$ cat src/rtl/rca_accumulator_pkg.sv
// Shared constants for the rca_accumulator slice: default operand/sum width
// (must match the ripple-carry adder) and default term-count field width.
// No ports; imported by rca_accumulator and rca_accumulator_rca.
package rca_accumulator_pkg;

  // Operand and sum width shared with the ripple-carry adder.
  localparam int NBIT_DEF    = 8;
  // Term-count field width; a job carries at most 2^NTERM_W-1 operands.
  localparam int NTERM_W_DEF = 4;

endpackage

$ cat src/rtl/rca_accumulator_rca.sv
// Decomposed ripple-carry adder: NBIT chained full adders, purely combinational.
// Ports: i_a, i_b (NBIT operands) -> o_s (NBIT sum, modulo 2^NBIT).
// Critical path is NBIT full-adder delays; no pipelining.
module rca_accumulator_rca
  import rca_accumulator_pkg::*;
#(
  parameter int NBIT = NBIT_DEF
) (
  input  logic [NBIT-1:0] i_a,
  input  logic [NBIT-1:0] i_b,
  output logic [NBIT-1:0] o_s
);

  // w_c[i] is the carry into bit i; the final carry-out is not needed here
  // because the caller detects wrap from the sum itself.
  logic [NBIT-1:0] w_c;

  assign w_c[0] = 1'b0;

  genvar gi;
  generate
    for (gi = 0; gi < NBIT; gi++) begin : g_fa
      assign o_s[gi] = i_a[gi] ^ i_b[gi] ^ w_c[gi];
      if (gi < NBIT - 1) begin : g_carry
        assign w_c[gi+1] = (i_a[gi] & i_b[gi]) | (w_c[gi] & (i_a[gi] ^ i_b[gi]));
      end
    end
  endgenerate

endmodule

$ cat src/rtl/rca_accumulator.sv
// Job-based accumulator: sums a counted stream of NBIT-bit operands through the
// ripple-carry adder and presents the total with a sticky wrap flag.
// Ports: i_clk/i_rst (sync, active-high); i_start/i_nterms job request;
//   i_in_valid/i_in_data/o_in_ready operand stream; o_out_valid/o_out_sum/
//   o_out_ovf/i_out_ready result; o_busy = not idle.
// Latency: result valid the cycle after the last accepted operand (one cycle
//   after start for an empty job). Result is held until i_out_ready.
// Build option: define ACC_SAT_EN to saturate at all-ones on the first wrap
//   instead of wrapping modulo 2^NBIT; ports are identical in both builds.
module rca_accumulator
  import rca_accumulator_pkg::*;
#(
  parameter int NBIT    = NBIT_DEF,
  parameter int NTERM_W = NTERM_W_DEF
) (
  input  logic               i_clk,
  input  logic               i_rst,
  input  logic               i_start,
  input  logic [NTERM_W-1:0] i_nterms,
  input  logic               i_in_valid,
  input  logic [NBIT-1:0]    i_in_data,
  output logic               o_in_ready,
  output logic               o_out_valid,
  output logic [NBIT-1:0]    o_out_sum,
  output logic               o_out_ovf,
  input  logic               i_out_ready,
  output logic               o_busy
);

  localparam logic [1:0] ST_IDLE  = 2'd0;
  localparam logic [1:0] ST_ACCUM = 2'd1;
  localparam logic [1:0] ST_DONE  = 2'd2;

  typedef enum logic [1:0] {
    IDLE  = ST_IDLE,
    ACCUM = ST_ACCUM,
    DONE  = ST_DONE
  } state_t;

  state_t              r_state;
  state_t              w_state_nxt;
  logic [NBIT-1:0]     r_acc;
  logic                r_ovf;
  logic [NTERM_W-1:0]  r_cnt;
  logic [NBIT-1:0]     r_out_sum;
  logic                r_out_ovf;

  logic [NBIT-1:0]     w_sum;
  logic [NBIT-1:0]     w_acc_nxt;
  logic                w_wrap;
  logic                w_ovf_nxt;
  logic                w_xfer;

  rca_accumulator_rca #(
    .NBIT (NBIT)
  ) u_rca (
    .i_a (r_acc),
    .i_b (i_in_data),
    .o_s (w_sum)
  );

  // An unsigned modulo add wrapped exactly when the result is below the
  // original accumulator value.
  assign w_wrap    = (w_sum < r_acc);
  assign w_ovf_nxt = r_ovf | w_wrap;
  assign w_xfer    = (r_state == ACCUM) && i_in_valid;

`ifdef ACC_SAT_EN
  // Once pinned at all-ones every further add wraps again (or adds zero), so
  // the accumulator stays saturated for the rest of the job.
  assign w_acc_nxt = w_wrap ? {NBIT{1'b1}} : w_sum;
`else
  assign w_acc_nxt = w_sum;
`endif

  // State register.
  always_ff @(posedge i_clk) begin
    if (i_rst) begin
      r_state <= IDLE;
    end else begin
      r_state <= w_state_nxt;
    end
  end

  // Next state and handshake outputs.
  always_comb begin
    w_state_nxt = r_state;
    o_in_ready  = 1'b0;
    o_out_valid = 1'b0;
    o_busy      = 1'b1;
    case (r_state)
      IDLE: begin
        o_busy = 1'b0;
        if (i_start) begin
          w_state_nxt = (i_nterms == '0) ? DONE : ACCUM;
        end
      end
      ACCUM: begin
        o_in_ready = 1'b1;
        if (w_xfer && (r_cnt == NTERM_W'(1))) begin
          w_state_nxt = DONE;
        end
      end
      DONE: begin
        o_out_valid = 1'b1;
        if (i_out_ready) begin
          w_state_nxt = IDLE;
        end
      end
      default: begin
        w_state_nxt = IDLE;
      end
    endcase
  end

  // Datapath. The result registers are loaded only on entry to DONE so the
  // outputs keep the last job's value while a new job accumulates.
  always_ff @(posedge i_clk) begin
    if (i_rst) begin
      r_acc     <= '0;
      r_ovf     <= 1'b0;
      r_cnt     <= '0;
      r_out_sum <= '0;
      r_out_ovf <= 1'b0;
    end else begin
      case (r_state)
        IDLE: begin
          if (i_start) begin
            r_acc <= '0;
            r_ovf <= 1'b0;
            r_cnt <= i_nterms;
            if (i_nterms == '0) begin
              r_out_sum <= '0;
              r_out_ovf <= 1'b0;
            end
          end
        end
        ACCUM: begin
          if (w_xfer) begin
            r_acc <= w_acc_nxt;
            r_ovf <= w_ovf_nxt;
            r_cnt <= r_cnt - 1'b1;
            if (r_cnt == NTERM_W'(1)) begin
              r_out_sum <= w_acc_nxt;
              r_out_ovf <= w_ovf_nxt;
            end
          end
        end
        default: begin
        end
      endcase
    end
  end

  assign o_out_sum = r_out_sum;
  assign o_out_ovf = r_out_ovf;

endmodule

$ cat config.mk
export PLATFORM = sky130hd
export DESIGN_NAME = rca_accumulator
export DESIGN_NICKNAME = d
export VERILOG_FILES = /design/src/rtl/rca_accumulator_pkg.sv /design/src/rtl/rca_accumulator_rca.sv /design/src/rtl/rca_accumulator.sv
export SDC_FILE = /design/constraint.sdc
export NUM_CORES = 1
export LEC_CHECK = 0
export BUFFER_PORTS_ARGS = -buffer_cell sky130_fd_sc_hd__buf_2
export CAP_MARGIN = 20
export CORE_ASPECT_RATIO = 1.75
export CORE_UTILIZATION = 54
export CTS_CLUSTER_DIAMETER = 150
export CTS_CLUSTER_SIZE = 12
export DETAILED_ROUTE_END_ITERATION = 12
export GPL_TIMING_DRIVEN = 0
export PLACE_DENSITY_LB_ADDON = 0.1
export SKIP_CTS_REPAIR_TIMING = 1
export SYNTH_ARGS = -nofsm -noshare
export SYNTH_HDL_FRONTEND = slang
export SYNTH_SLANG_ARGS = --single-unit
$ cat constraint.sdc
create_clock -name i_clk -period 5.2 [get_ports i_clk]
set_input_delay 1.04 -clock i_clk [delete_from_list [all_inputs] [get_ports i_clk]]
set_output_delay 1.04 -clock i_clk [all_outputs]
set_load 0.05 [all_outputs]
Word level (Yosys, flattened, before mapping). Cells that the tools add are included.

Bits in registers: 24. Latch bits: 0. Memory bits (writable): 0. ROM bits: 0. Input port bits: 17. Output and inout bits: 12. Memories kept: 0.

Add/subtract/negate cells: 1. $mul: 0. Divide/modulo/power cells: 0. Magnitude comparators: 1. Equality and inequality tests: 9. Shift-type cells: 0. Muxes and demuxes: 27. Bitwise logic cells: 35. Reduce and logical (&&, ||, !) cells: 8.

Operators by type and width (number): $mux 8 (6); $pmux 8 s2 (2); $xor 1x1->1 (15); $and 1x1->1 (13); $mux 1 (9); $lt 8x8->1 (1); $mux 2 (4); $mux 4 (2); $ne 2x2->1 const B (4); $pmux 4 s2 (1); $or 1x1->1 (7); $pmux 2 s3 (1); $reduce_and 3->1 (2); $reduce_and 5->1 (1); $eq 4x1->1 const B (1); $logic_not 4->1 (1); $ne 2x1->1 const B (2); $pmux 1 s2 (2); $sub 4x1->4 const B (1); $eq 2x1->1 const B (1); $eq 2x2->1 const B (1); $logic_and 1x1->1 (2); $logic_not 2->1 (1); $reduce_bool 2->1 (1).

Longest topological paths before layout. Gate-level depths: netlist (run 1).

Depth in word-level cells: 19. Depth in mapped cells: 16.

Hierarchy. From an unflattened synthesis (run 1), not the netlist that was laid out.

Cells, all modules: 172. Area, all modules: 1580.3 µm².

Modules (own cells, without submodules): rca_accumulator (times used 1, cells an instance 159, area each 1405.1 µm²); rca_accumulator_rca (times used 1, cells an instance 13, area each 175.2 µm²).

Worst setup path after synthesis (run 1). No wires, ideal clock.

Path kind: input to register. Start point: in i_in_data[0]. End point: reg r_out_ovf, in the netlist o_out_ovf. Arrival: 4330 ps. Setup slack: 744 ps. Stages: 16. Path buffers: 0. Cell sequence: ha_1 inv_1 fa_1 fa_1 fa_1 fa_1 inv_1 fa_1 inv_1 fa_1 xor2_1 xnor2_1 ha_1 nand2_1 a211oi_1 o31ai_1.

Longest elaborated chain between the ends: 19. Elaborated cells between the ends (all ways): 26.

RTL lines: start: declaration (RTL line rca_accumulator.sv:21) `input logic [NBIT-1:0] i_in_data,`; $and 1x1->1 (2 in series) (RTL line rca_accumulator_rca.sv:25) `assign w_c[gi+1] = (i_a[gi] & i_b[gi]) | (w_c[gi] & (i_a[gi] ^ i_b[gi]));`; $or 1x1->1 (RTL line rca_accumulator_rca.sv:25); $and 1x1->1 (RTL line rca_accumulator_rca.sv:25); $or 1x1->1 (RTL line rca_accumulator_rca.sv:25); $and 1x1->1 (RTL line rca_accumulator_rca.sv:25); $or 1x1->1 (RTL line rca_accumulator_rca.sv:25); $and 1x1->1 (RTL line rca_accumulator_rca.sv:25); $or 1x1->1 (RTL line rca_accumulator_rca.sv:25); [... 2 more ...]; $and 1x1->1 (RTL line rca_accumulator_rca.sv:25); $or 1x1->1 (RTL line rca_accumulator_rca.sv:25); $xor 1x1->1 (RTL line rca_accumulator_rca.sv:23) `assign o_s[gi] = i_a[gi] ^ i_b[gi] ^ w_c[gi];`; $lt 8x8->1 * (RTL line rca_accumulator.sv:64) `assign w_wrap = (w_sum < r_acc);`; $or 1x1->1 * (RTL line rca_accumulator.sv:65) `assign w_ovf_nxt = r_ovf | w_wrap;`; $mux 1 * (RTL line rca_accumulator.sv:143) `if (r_cnt == NTERM_W'(1)) begin`; $mux 1 * (RTL line rca_accumulator.sv:139) `if (w_xfer) begin`; $pmux 1 s2 * (RTL line rca_accumulator.sv:126) `case (r_state)`; end signal: assignment (RTL line rca_accumulator.sv:145) `r_out_ovf <= w_ovf_nxt;`; end: declaration (RTL line rca_accumulator.sv:46) `logic r_out_ovf;`.

Every way passes the cells marked *; elsewhere a longest branch is shown, timed or not. The select of a mux whose other input is x is not followed. A chain may end at the register's enable or synchronous reset.

Worst setup path in the final report (run 1). Ends and elaborated chain as after synthesis.

==> summary.txt, run 1 <==
Run status
  – Status: completed

Clock tree
  – H-tree Lvls: 1
  – Clock net sink count: 24
  – Root Buffer: clkbuf_8
  – Clk slew on worst S/H paths: 0.08 ns
  – CTS tree: done
  – CTS max path bufs: 2
  – Clk_lat worst skew: 0.26 ns
  – CTS Buf Count: 3

Detailed routing
  – DR WL/cell: 14.06 µm
  – DRT iter0 DRCs: 16
  – Pre-antenna DRT Iters: 4
  – Via density per instance: 5.524
  – DRT Wirelength: 3219 µm
  – DRC viols: 0
  – Routed Antenna Nets: 0
  – DR vias: 1,265

Timing
  – Worst slew pin tran: 0.5845 ns
  – Final hold viol count: 0
  – WHS: 0.4572 ns
  – Setup TNS: 0 ns
  – # setup viols final: 0
  – Share of the clock period used by the worst path: 88.51%
  – Final setup margin: 0.5973 ns
  – Peak Freq: 217.3 MHz
  – Slew Limit Fails: 0
  – Normalized max-slew margin: 60.95%
  – Unrepaired setup endpoints after global routing: false
  – Fin crit period: 4.603 ns
  – Setup Skew: 0.002178 ns

Worst hold path
  – Hold WC Path Type: flop to flop

Placed design
  – Place WS: 0.3243 ns
  – Port buffer count: 27
  – GPL Wtd Cong: 0.7335
  – Hpwl dp: 2557 µm

Finish
  – # diodes: 0
  – Share of cells above drive strength 1: 20.69%
  – Fillers: 237
  – Final net count: 236
  – P&R area growth vs syn: 15.27%

Floorplan
  – Die span in y: 70.76 µm
  – Total core area: 2522 µm²
  – Die ar.: 2922 µm²
  – I/O pin cnt: 29
  – DIE WIDTH: 41.29 µm
  – Starting Density: 57.84%
  – Row Count: 24

Critical path
  – CP endpoint: o_out_ovf$_SDFFE_PP0P_
  – R2R setup slack: 1.11 ns
  – Worst path arrival time: 4.75 ns
  – Critical path class: input pin to flop
  – Critical Path Fanout Max: 2
  – WP data required: 5.35 ns
  – Worst R2R End: o_out_ovf$_SDFFE_PP0P_
  – FF-to-FF Start: r_acc[0]$_SDFFE_PP0P_
  – R2R cell count: 16
  – Crit end category: flop
  – Crit path from: i_in_data[0]
  – Startpoint types: input pin

Global routing
  – Vias in the first global route: 1,245
  – Global-route wire length before repair: 5223 µm
  – Total congestion overflow: 0
  – Largest net degree at the start of global routing: 14
  – Antenna violations before repair: 0
  – Total GRT Usage: 25.41%

Synthesis
  – Predominant post-synthesis flop cell: dfxtp_1
  – Async SR Flop Fraction: 0%
  – Post-synth net total: 204
  – #FFs+latches synth: 24
  – Synth Instances: 172
  – Post-Syn Area: 1459 µm²
  – Post-synth cell types: 39
  – Area share of the largest cell type after synthesis: 32.93%
  – Yosys warns: 0
  – Synth top area cells: dfxtp_1 33%, fa_1 8.2%, ha_1 7.7%
  – Sequential share of the synthesized area: 32.93%
  – Mapped Avg Cell Area: 8.482 µm²
  – Post-synth EDFFs: 0
  – Yosys top cell by area: dfxtp_1

Power and ir drop
  – VDD IR-drop max: 224.0 µV
  – Final Total Pwr: 442.4 µW
  – Leak Pwr: 0.0007340 µW
  – PD cells: 263.1 nW/µm²

Job
  – Max Cap Viol: 0
critical path, stage by stage:
cell and delay, ns:
buf_2 0.08, ha_1 0.13, inv_1 0.05, fa_1 0.41, fa_1 0.40, fa_1 0.41, fa_1 0.38, inv_1 0.08
fa_1 0.16, inv_1 0.05, fa_1 0.37, xor2_1 0.28, xnor2_1 0.11, ha_1 0.30, nand2_1 0.05, a211oi_1 0.31
o31ai_1 0.12
registers in the layout, indices dropped and copies added (netlist names):
signal and flops:
o_out_sum 8, r_acc 8, r_cnt 4, r_state 2
o_out_ovf 1, r_ovf 1
report_power, final:
group	leakage (µW)	internal, µW	switching, µW
clock	0.0000288	67.5	57.4
sequential	0.000195	192	6.99
combinational	0.000510	45.3	73.0
total	0.000734	305	137
synthesized netlist by cell type (all sizes together), types with 3 or more instances:
master and n:
fa 6, ha 9, nor2 9, nand3 8, nand2 21, dfxtp 24, clkbuf 3, nand3b 3
a21oi 21, inv 25, nand2b 3, a22oi 4, nor2b 3, buf 6
through the flow:
| stage | util [%] | cell area, µm² | instances |
|---|---|---|---|
| after floorplan | - | 1459 | 172 |
| after global placement | 64.48 | 1627 | 225 |
| after detailed placement | 64.48 | 1627 | 225 |
| after CTS | 66.67 | 1682 | 229 |
| after global routing | 66.67 | 1682 | 229 |
| final | 66.67 | 1682 | 229 |
area by class of cell:
cell class,count,area (µm²),share of cell area [%]
tap,26,32.53,1.935
clock buffer,4,55.05,3.274
buffer,9,56.30,3.348
sequential,24,480.5,28.57
timing repair buffer,27,135.1,8.036
multi-input combinational,114,828.3,49.26
inverter,25,93.84,5.580
per-layer routing:
metal	up-vias	global-route usage [%]	part of all wire [%]
met4	0	9.319	2.0
li1	640	-	-
met2	38	44.62	55
met1	581	28.60	39
met5	-	0	0
met3	6	3.448	4.0
cells by family after synthesis:
logic type                 after synthesis  share of synthesized area [%]
DFF                                     24                          32.93
buffers and inverters                   34                          10.29
AOI/OAI and AO/OA                       39                          17.41
and+or+nand+nor                         54                          19.21
xor gates and xnor gates                 3                          1.801
muxes                                    3                          2.401
adders and majority gates               15                          15.95
how the worst min path moves through the flow:
| stage | from | endpoint | slack [ns] | cells after the start |
|---|---|---|---|---|
| 2_1_floorplan | r_acc[1]$_SDFFE_PP0P_ | r_acc[1]$_SDFFE_PP0P_ | 0.44 | 2 |
| 3_3_place_gp | o_out_sum[3]$_SDFFE_PP0P_ | o_out_sum[3]$_SDFFE_PP0P_ | 0.44 | 2 |
| 3_5_place_dp | o_out_sum[4]$_SDFFE_PP0P_ | o_out_sum[4]$_SDFFE_PP0P_ | 0.45 | 2 |
| 4_1_cts | o_out_sum[3]$_SDFFE_PP0P_ | o_out_sum[3]$_SDFFE_PP0P_ | 0.46 | 2 |
| 5_1_grt | r_acc[1]$_SDFFE_PP0P_ | r_acc[1]$_SDFFE_PP0P_ | 0.49 | 2 |
| 6_report | o_out_sum[3]$_SDFFE_PP0P_ | o_out_sum[3]$_SDFFE_PP0P_ | 0.46 | 2 |
layout by cell type (no fill, tap or decap), types with 2 or more instances in the layout:
cell	synthesis	final
dfxtp_1	24	24
xor2_1	2	2
nor3_1	2	2
mux2i_1	2	2
buf_6	2	2
fa_1	6	6
nand3b_1	3	3
nor2b_1	3	3
a211oi_1	2	2
a21oi_1	21	21
nand3_1	8	8
nand2b_1	2	2
clkbuf_8	0	4
ha_1	9	9
clkbuf_1	3	3
inv_1	25	25
a22oi_1	4	4
nor2_1	9	9
o31ai_1	2	2
buf_2	3	30
nand2_1	21	21
(Power assumes the default switching activity.)
==> run 2: changes to the inputs <==
--- a/config.mk
+++ b/config.mk
@@ -13,8 +13,8 @@
 export CTS_CLUSTER_SIZE = 12
 export DETAILED_ROUTE_END_ITERATION = 12
 export GPL_TIMING_DRIVEN = 0
+export MAX_ROUTING_LAYER = met4
 export PLACE_DENSITY_LB_ADDON = 0.1
-export SKIP_CTS_REPAIR_TIMING = 1
 export SYNTH_ARGS = -nofsm -noshare
 export SYNTH_HDL_FRONTEND = slang
 export SYNTH_SLANG_ARGS = --single-unit
==> summary.txt, run 2 (same netlist as run 1, synthesis figures left out) <==
Clock tree
  – CTS resizes: 0
  – Root Buffer: clkbuf_8 (unchanged)
  – Clk_lat worst skew: 0.26 ns (about the same)
  – CTS Buf Count: 3 (unchanged)
  – CTS tree: done (unchanged)
  – CTS max path bufs: 2 (unchanged)
  – Post-CTS Hold Buffers: 0
  – Clk slew on worst S/H paths: 0.08 ns (about the same)
  – H-tree Lvls: 1 (unchanged)
  – Clock net sink count: 24 (unchanged)
  – Post-CTS Setup Bufs: 0

Finish
  – Commonest non-fill, non-tap cell in the layout: buf_2 (unchanged)
  – Share of cells above drive strength 1: 20.69% (unchanged)
  – Fillers: 237 (unchanged)
  – Fin cells: 229 (unchanged)
  – Most frequent cells in the layout: 30 x buf_2, 25 x inv_1, 24 x dfxtp_1 (unchanged)
  – # diodes: 0 (unchanged)
  – P&R area growth vs syn: 15.27% (unchanged)
  – Final net count: 236 (unchanged)

Floorplan
  – Starting Density: 57.84% (unchanged)
  – Die span in y: 70.76 µm (unchanged)
  – DIE WIDTH: 41.29 µm (unchanged)
  – Row Count: 24 (unchanged)
  – Die ar.: 2922 µm² (unchanged)
  – Total core area: 2522 µm² (unchanged)
  – I/O pin cnt: 29 (unchanged)

Placed design
  – Place WS: 0.3243 ns (unchanged)
  – Hpwl dp: 2557 µm (unchanged)
  – GPL Wtd Cong: 0.7425 (was 0.7335)
  – Port buffer count: 27 (unchanged)
  – # placed instances: 225 (unchanged)

Power and ir drop
  – Leak Pwr: 0.0007340 µW (unchanged)
  – Int Pwr: 305.0 µW (about the same)
  – Clock Power Share: 28.2% (about the same)
  – VDD IR-drop max: 224.3 µV (was 224.0 µV)
  – Sw Ratio: 31.03% (was 31.05%)
  – Reg power frac: 45.0% (about the same)
  – Switching power: 137.2 µW (was 137.3 µW)
  – PD cells: 263.0 nW/µm² (was 263.1 nW/µm²)
  – Comb pwr share: 26.7% (about the same)

Critical path
  – Startpoint types: input pin (unchanged)
  – R2R setup slack: 1.11 ns (about the same)
  – Crit end category: flop (unchanged)
  – WP data required: 5.35 ns (about the same)
  – Critical path class: input pin to flop (unchanged)
  – Critical Path Fanout Max: 2 (unchanged)
  – Worst path arrival time: 4.75 ns (about the same)

Timing
  – Setup Skew: 0.001453 ns (was 0.002178 ns)
  – # setup viols final: 0 (unchanged)
  – Final hold viol count: 0 (unchanged)
  – Setup TNS: 0 ns (unchanged)
  – Unrepaired setup endpoints after global routing: false (unchanged)
  – Final setup margin: 0.5976 ns (was 0.5973 ns)
  – Slew Limit Fails: 0 (unchanged)
  – Normalized max-slew margin: 61.09% (was 60.95%)
  – Peak Freq: 217.3 MHz (about the same)
  – Worst slew pin tran: 0.5823 ns (was 0.5845 ns)
  – Fin crit period: 4.602 ns (was 4.603 ns)
  – Share of the clock period used by the worst path: 88.51% (about the same)

Global routing
  – Vias in the first global route: 1,245 (unchanged)
  – Grt met1 use: 28.81% (was 28.60%)
  – GRT met3 Usage: 3.448% (unchanged)
  – Antenna violations before repair: 0 (unchanged)
  – Global-route wire length before repair: 5195 µm (was 5223 µm)
  – Busiest grt layer: met2 (unchanged)
  – Met2 Use GR: 44.44% (was 44.62%)
  – Largest net degree at the start of global routing: 14 (unchanged)
  – Total congestion overflow: 0 (unchanged)
  – Total GRT Usage: 26.08% (was 25.41%)

Detailed routing
  – Routed Antenna Nets: 0 (unchanged)
  – DR vias: 1,264 (was 1,265)
  – Via density per instance: 5.520 (was 5.524)
  – DRC viols: 0 (unchanged)
  – DRT iter0 DRCs: 16 (unchanged)
  – DRT Wirelength: 3202 µm (was 3219 µm)
  – Pre-antenna DRT Iters: 4 (unchanged)
  – DR WL/cell: 13.98 µm (was 14.06 µm)

Run status
  – Status: completed (unchanged)

Job
  – Max Cap Viol: 0 (unchanged)

Worst hold path
  – Hold WC Path Type: flop to flop (unchanged)
==> run 2: cell counts in the layout (fill, tap and decap cells not counted) <==
Identical to the previous run, type by type.
==> run 2: worst paths after layout <==
check | from | to | depth (start not counted)
setup reg to reg | r_acc[0]$_SDFFE_PP0P_ | o_out_ovf$_SDFFE_PP0P_ | 16
hold reg to reg | o_out_sum[0]$_SDFFE_PP0P_ | o_out_sum[0]$_SDFFE_PP0P_ | 2
hold / removal | o_out_sum[0]$_SDFFE_PP0P_ | o_out_sum[0]$_SDFFE_PP0P_ | 2
setup / recovery | i_in_data[0] | o_out_ovf$_SDFFE_PP0P_ | 17
==> run 2: power by group through the flow <==
stage	sequential, µW	combinational [µW]	clock (µW)
floorplan	205	84.2	0
global placement	203	115	0
detailed placement	204	119	0
CTS	199	119	127
global route	200	134	137
finish	199	118	125
==> run 2: metrics by stage <==
step / total power [µW] / instance area [µm²] / util [%] / hold slack (ns)
global placement: 317.4 / 1627 / 64.48 / 0.4396
CTS: 445.9 / 1682 / 66.67 / 0.4597
floorplan: 288.9 / 1459 / - / 0.4363
finish: 442.3 / 1682 / 66.67 / 0.4587
detailed placement: 322.2 / 1627 / 64.48 / 0.4467
global route: 470.5 / 1682 / 66.67 / 0.4863
==> run 2: layout make-up <==
| cell class | count | area [µm²] | area share (%) |
|---|---|---|---|
| Timing Repair Buffer | 27 | 135.1 | 8.036 |
| Clock buffer | 4 | 55.05 | 3.274 |
| Sequential cell | 24 | 480.5 | 28.57 |
| Buffer | 9 | 56.30 | 3.348 |
| Tap cell | 26 | 32.53 | 1.935 |
| Multi-Input combinational cell | 114 | 828.3 | 49.26 |
| Inverter | 25 | 93.84 | 5.580 |
==> run 2: worst max-delay path: stages <==
cell and delay [ns]:
buf_2 0.08, ha_1 0.13, inv_1 0.05, fa_1 0.41, fa_1 0.40, fa_1 0.41
fa_1 0.38, inv_1 0.08, fa_1 0.16, inv_1 0.05, fa_1 0.37, xor2_1 0.28
xnor2_1 0.11, ha_1 0.30, nand2_1 0.05, a211oi_1 0.31, o31ai_1 0.12
==> run 2: metal layers <==
layer	part of all wire [%]	vias to the layer above
met3	3.5	6
met1	39	583
met4	2.0	0
met5	0	-
met2	55	35
li1	-	640
